## config.mk

```make
export PLATFORM = sky130hd
export DESIGN_NAME = batch_stream_host
export DESIGN_NICKNAME = d
export VERILOG_FILES = /design/src/rtl/batch_stream_host.sv
export SDC_FILE = /design/constraint.sdc
export NUM_CORES = 1
export LEC_CHECK = 0
export BUFFER_PORTS_ARGS = -buffer_cell sky130_fd_sc_hd__buf_2
export CAP_MARGIN = 20
export CELL_PAD_IN_SITES_DETAIL_PLACEMENT = 0
export CELL_PAD_IN_SITES_GLOBAL_PLACEMENT = 2
export CORE_ASPECT_RATIO = 1.5
export CORE_MARGIN = 5
export CORE_UTILIZATION = 37
export DETAILED_ROUTE_END_ITERATION = 12
export GPL_TIMING_DRIVEN = 0
export PLACE_DENSITY = 0.93
export SETUP_SLACK_MARGIN = 0.5
export SLEW_MARGIN = 20
export SYNTH_ARGS = -nofsm -noshare
export SYNTH_HDL_FRONTEND = slang
export SYNTH_SLANG_ARGS = --single-unit
```

## constraint.sdc

```tcl
create_clock -name clk -period 5.5 [get_ports clk]
set_input_delay 0.55 -clock clk [delete_from_list [all_inputs] [get_ports clk]]
set_output_delay 0.55 -clock clk [all_outputs]
set_load 0.1 [all_outputs]
```

## src/rtl/batch_stream_host.sv

```systemverilog
// Host-side stream engine: for each sample, stream ss+1 words from input memory to
// the source port, then write ds+1 result beats from the destination port to output memory.
module batch_stream_host #(
    parameter int DW = 32,
    parameter int AW = 16
) (
    input  logic          clk,
    input  logic          rst_n,
    input  logic          start,
    input  logic [11:0]   ss,
    input  logic [11:0]   ds,
    input  logic [9:0]    n_samp,
    output logic          busy,
    output logic          done,
    output logic          in_re,
    output logic [AW-1:0] in_ra,
    input  logic [DW-1:0] in_rd,
    output logic          src_valid,
    output logic          src_last,
    output logic [DW-1:0] src_data,
    input  logic          src_ready,
    input  logic          dst_valid,
    input  logic [DW-1:0] dst_data,
    output logic          dst_ready,
    output logic          out_we,
    output logic [AW-1:0] out_wa,
    output logic [DW-1:0] out_wd
);

    typedef enum logic [1:0] {IDLE, SEND, RECV} state_t;

    state_t        state, state_nx;
    logic [11:0]   ss_q, ds_q;
    logic [9:0]    n_q, samp;
    logic [11:0]   rd_cnt, src_cnt, dst_cnt;
    logic          rd_done;
    logic [AW-1:0] in_ptr, out_ptr;
    logic [DW-1:0] fifo [2];
    logic          wr_sel, rd_sel, inflight;
    logic [1:0]    count;
    logic          pop, push, dst_hs, last_dst, batch_end, begin_batch;
    logic [2:0]    room_use;

    // Handshake rule on both ports: a beat transfers in a cycle where valid and ready
    // are both high; once raised, source valid/data/last hold until that cycle.
    assign src_valid   = (count != 2'd0);
    assign src_data    = fifo[rd_sel];
    assign src_last    = src_valid && (src_cnt == ss_q);
    assign pop         = src_valid && src_ready;
    assign push        = inflight;
    assign dst_ready   = (state == RECV);
    assign dst_hs      = dst_valid && dst_ready;
    assign last_dst    = dst_hs && (dst_cnt == ds_q);
    assign batch_end   = last_dst && (samp == n_q);
    assign begin_batch = (state == IDLE) && start;
    assign busy        = (state != IDLE);
    assign in_ra       = in_ptr;

    // Occupancy after this cycle's pop plus the read already in flight must leave a free slot.
    assign room_use = {1'b0, count} - {2'b0, pop} + {2'b0, inflight};
    assign in_re    = (state == SEND) && !rd_done && (room_use < 3'd2);

    always_comb begin
        state_nx = state;
        case (state)
            IDLE:    if (start) state_nx = SEND;
            SEND:    if (pop && src_last) state_nx = RECV;
            RECV:    if (last_dst) state_nx = (samp == n_q) ? IDLE : SEND;
            default: state_nx = IDLE;
        endcase
    end

    always_ff @(posedge clk or negedge rst_n) begin
        if (!rst_n) begin
            state <= IDLE;
        end else begin
            state <= state_nx;
        end
    end

    always_ff @(posedge clk or negedge rst_n) begin
        if (!rst_n) begin
            ss_q     <= '0;
            ds_q     <= '0;
            n_q      <= '0;
            samp     <= '0;
            rd_cnt   <= '0;
            rd_done  <= 1'b0;
            src_cnt  <= '0;
            dst_cnt  <= '0;
            in_ptr   <= '0;
            out_ptr  <= '0;
            done     <= 1'b0;
            out_we   <= 1'b0;
            out_wa   <= '0;
            out_wd   <= '0;
        end else begin
            done   <= batch_end;
            out_we <= dst_hs;
            if (begin_batch) begin
                ss_q    <= ss;
                ds_q    <= ds;
                n_q     <= n_samp;
                samp    <= '0;
                rd_cnt  <= '0;
                rd_done <= 1'b0;
                src_cnt <= '0;
                dst_cnt <= '0;
                in_ptr  <= '0;
                out_ptr <= '0;
            end
            if (in_re) begin
                in_ptr <= in_ptr + AW'(1);
                rd_cnt <= rd_cnt + 12'd1;
                if (rd_cnt == ss_q) rd_done <= 1'b1;
            end
            if (pop) src_cnt <= src_last ? 12'd0 : src_cnt + 12'd1;
            if (dst_hs) begin
                dst_cnt <= last_dst ? 12'd0 : dst_cnt + 12'd1;
                out_wa  <= out_ptr;
                out_wd  <= dst_data;
                out_ptr <= out_ptr + AW'(1);
            end
            // Moving on to the next sample re-arms the read side; in_ptr keeps running.
            if (last_dst && !batch_end) begin
                samp    <= samp + 10'd1;
                rd_cnt  <= '0;
                rd_done <= 1'b0;
            end
        end
    end

    always_ff @(posedge clk or negedge rst_n) begin
        if (!rst_n) begin
            fifo[0]  <= '0;
            fifo[1]  <= '0;
            wr_sel   <= 1'b0;
            rd_sel   <= 1'b0;
            count    <= '0;
            inflight <= 1'b0;
        end else begin
            inflight <= in_re;
            if (push) begin
                fifo[wr_sel] <= in_rd;
                wr_sel       <= ~wr_sel;
            end
            if (pop) rd_sel <= ~rd_sel;
            count <= count + {1'b0, push} - {1'b0, pop};
        end
    end

endmodule

```

==> metrics.csv <==
metric;value;unit
finalWorstPathRequiredPeriod;4.595;ns
max_stage_delay;0.43;ns
clkTransAtPathRegs;0.06;ns
final_common_cell;nand2_1;
port_buffers;205;
seq_area;5856;µm²
yosysWarnings;0;
slew_violations;0;
drt_iter0_drc;292;
peakVddDrop;0.5238;mV
drc;0;
clock_skew;0.01234;ns
die_x;148.4;µm
dpl_cell_area;12170;µm²
synth_edf_count;0;
most-common-layout-cells;nand2_1 (317), dfrtp_1 (234), buf_2 (206);
worst_pin_slew;0.6623;ns
antenna_found_initial;1;
grt_overflow_total;0;
status;complete, but fails checks;
hpwl;19.44;mm
path_common_cell;inv_1;
yosys.cell_types.count;47;
clkLatencyLatePin;0.51;ns
syn_nets;1157;
routed-via-count;8080;
ios;206;
nets;1390;
synth_async_sr_flop_share;100.0;%
final_util;45.41;%
synth_ff_type;dfrtp_1;
max_slew_margin;55.85;%
dieArea;32300;µm²
cts_tree;done;
htree_num_levels;1;
path_class;flip-flop to primary output;
numCtsBuffers;24;
grt_pass1_wl;43.44;mm
first_pass_iters;4;
synthCells;1045;
synth_top_area_share;55.06;%
multi_input_area;4521;µm²
path_cells;or2_2 -> nand2_1 -> inv_1 -> ha_1 -> inv_1 -> ha_1 -> inv_1 -> fa_1 -> xnor2_1 -> nand4_1 -> buf_2 -> clkinv_1 -> clkbuf_2 -> buf_4;
wl;26.40;mm
root_buffer;clkbuf_16;
grt_setup_unrepaired;no;
cts_sinks;234;
grt_pass1_vias;8451;
arrival;4.04;ns
core;28530;µm²
critPathLaunchType;flip-flop;
finalCritPeriodShare;83.54;%
yosys.area.top_type;dfrtp_1;
setup_viol;0;
leakage;6.472;nW
fmax;217.6;MHz
cap_viol_max_count;0;
violations;hold timing;
gp_congestion;0.7781;
grt_max_degree;81;
die_h;217.6;µm
powerDensity;596.8;nW/µm²
row_count;76;
ys_top_cells_by_area;dfrtp_1 (55%), nand2_1 (11%), mux2_2 (10%);
synth_seq_cells;234;
synthToLayoutAreaGrowth;21.81;%
n_fill_cell;2785;
grt_usage;16.28;%
clk_path_buf_depth;3;
min_path_type;primary input to asynchronous set/reset pin;
dp_worst_setup_slack;1.052;ns
power.total;7.731;mW
critPathMaxFanout;11;
wl_per_cell;16.07;µm
crit_required;4.95;ns
endpoint_kind;primary output;
start_util;37.28;%
drive_gt1_share;27.89;%
fin_area;12950;µm²
vias_per_cell;4.918;
avgSynthCellArea;10.18;µm²
ant_nets;0;
syn_area;10640;µm²
synth-seq-area-share;55.06;%
slowest_stage;dfrtp_1;
fin_ws;0.9054;ns
hold_slack;-0.004656;ns
cts_hold_buf;0;
finalHoldViolCount;1;
-- path summary, 6_finish.rpt --
path	slack, ns	to	startpoint	depth (start not counted)
max in group asynchronous	4.25	out_wd[8]	rst_n	3
hold reg to reg	0.47	out_wd[20]	out_wd[20]	2
setup / recovery	0.91	in_re	count[1]	14
hold / removal	-0.005	ss_q[5]	rst_n	1
min in group clk	0.22	ss_q[11]	ss[11]	3
setup reg to reg	1.76	in_ra[10]	count[1]	15
-- cell type report --
class / count / share of cell area, %
Antenna cell: 1 / 0.01932
Buffer: 49 / 1.690
Clock buffer: 35 / 5.505
Clock inverter: 4 / 0.5409
Inverter: 11 / 0.3187
Multi-Input combinational cell: 751 / 34.89
Sequential cell: 234 / 45.20
Tap cell: 351 / 3.390
Timing Repair Buffer: 207 / 8.441
-- critical path: cells and delay by family, from the launching register on --
kind          cells  cell delay (ns)
xor+xnor          1             0.15
fa+ha+maj         3             0.80
buf+inv           7             1.34
flops             1             0.43
simple gates      3             0.80
-- registers in the layout, indices dropped and copies added, names as in the netlist, 2 cells and up --
register,flops
fifo,64
out_wd,32
in_ra,16
out_ptr,16
out_wa,16
ds_q,12
dst_cnt,12
rd_cnt,12
src_cnt,12
ss_q,12
n_q,10
samp,10
count,2
state,2
-- synthesized netlist by cell type, types with 2 or more instances --
master	count
buf_2	3
and2_1	2
a21oi_1	15
o21ai_0	50
and3_1	21
nand3_1	32
a31o_2	3
o211ai_1	14
o21a_1	6
nand4_1	15
a31oi_1	12
or2_2	4
o31ai_1	6
a21o_1	2
nand2b_1	9
nand3b_1	3
buf_6	2
buf_4	4
xor2_1	30
nor2b_1	8
a31o_1	2
mux2i_1	7
clkbuf_1	31
dfrtp_1	234
ha_1	8
nand2_1	317
or3_1	3
mux2_2	97
a22o_1	4
o21ai_1	6
nor2_1	27
buf_1	9
nor3_1	7
inv_1	10
nor4_1	7
xnor2_1	24
-- metal layers --
layer / GRT usage (%) / wire length, µm
met4: 4.931 / 594
met5: 0 / 0
met1: 19.72 / 10720
met2: 29.90 / 14080
met3: 2.121 / 1003
-- kinds of logic after synthesis --
logic type | Yosys count | synth area share (%)
flops | 234 | 55.06
buf+inv | 60 | 2.435
mux | 104 | 10.93
fa+ha+maj | 9 | 1.129
simple gates | 461 | 18.98
xor+xnor | 54 | 4.447
compound gates | 123 | 7.023
-- power by group --
part | switching (mW) | leakage, nW | internal (mW)
clock | 0.654 | 0.386 | 0.983
combinational | 2.62 | 3.06 | 0.942
sequential | 0.338 | 3.02 | 2.19
total | 3.61 | 6.47 | 4.12
-- what timing repair did --
action | in CTS | in global routing
gates cloned | 0 | 0
endpoints found under the setup margin | 1 | 1
buffers inserted | 0 | 0
gates resized for setup | 1 | 2
-- stage by stage --
step | TNS, ns | hold slack, ns | std cells
finish | 0 | -0.004656 | 1643
global placement | -94.28 | 0.4525 | 1601
floorplan | 0 | 0.2544 | 1045
global route | 0 | 0.03617 | 1643
CTS | 0 | 0.02047 | 1642
detailed placement | 0 | 0.4575 | 1603
Note: power is estimated with default switching activity, not from simulation.
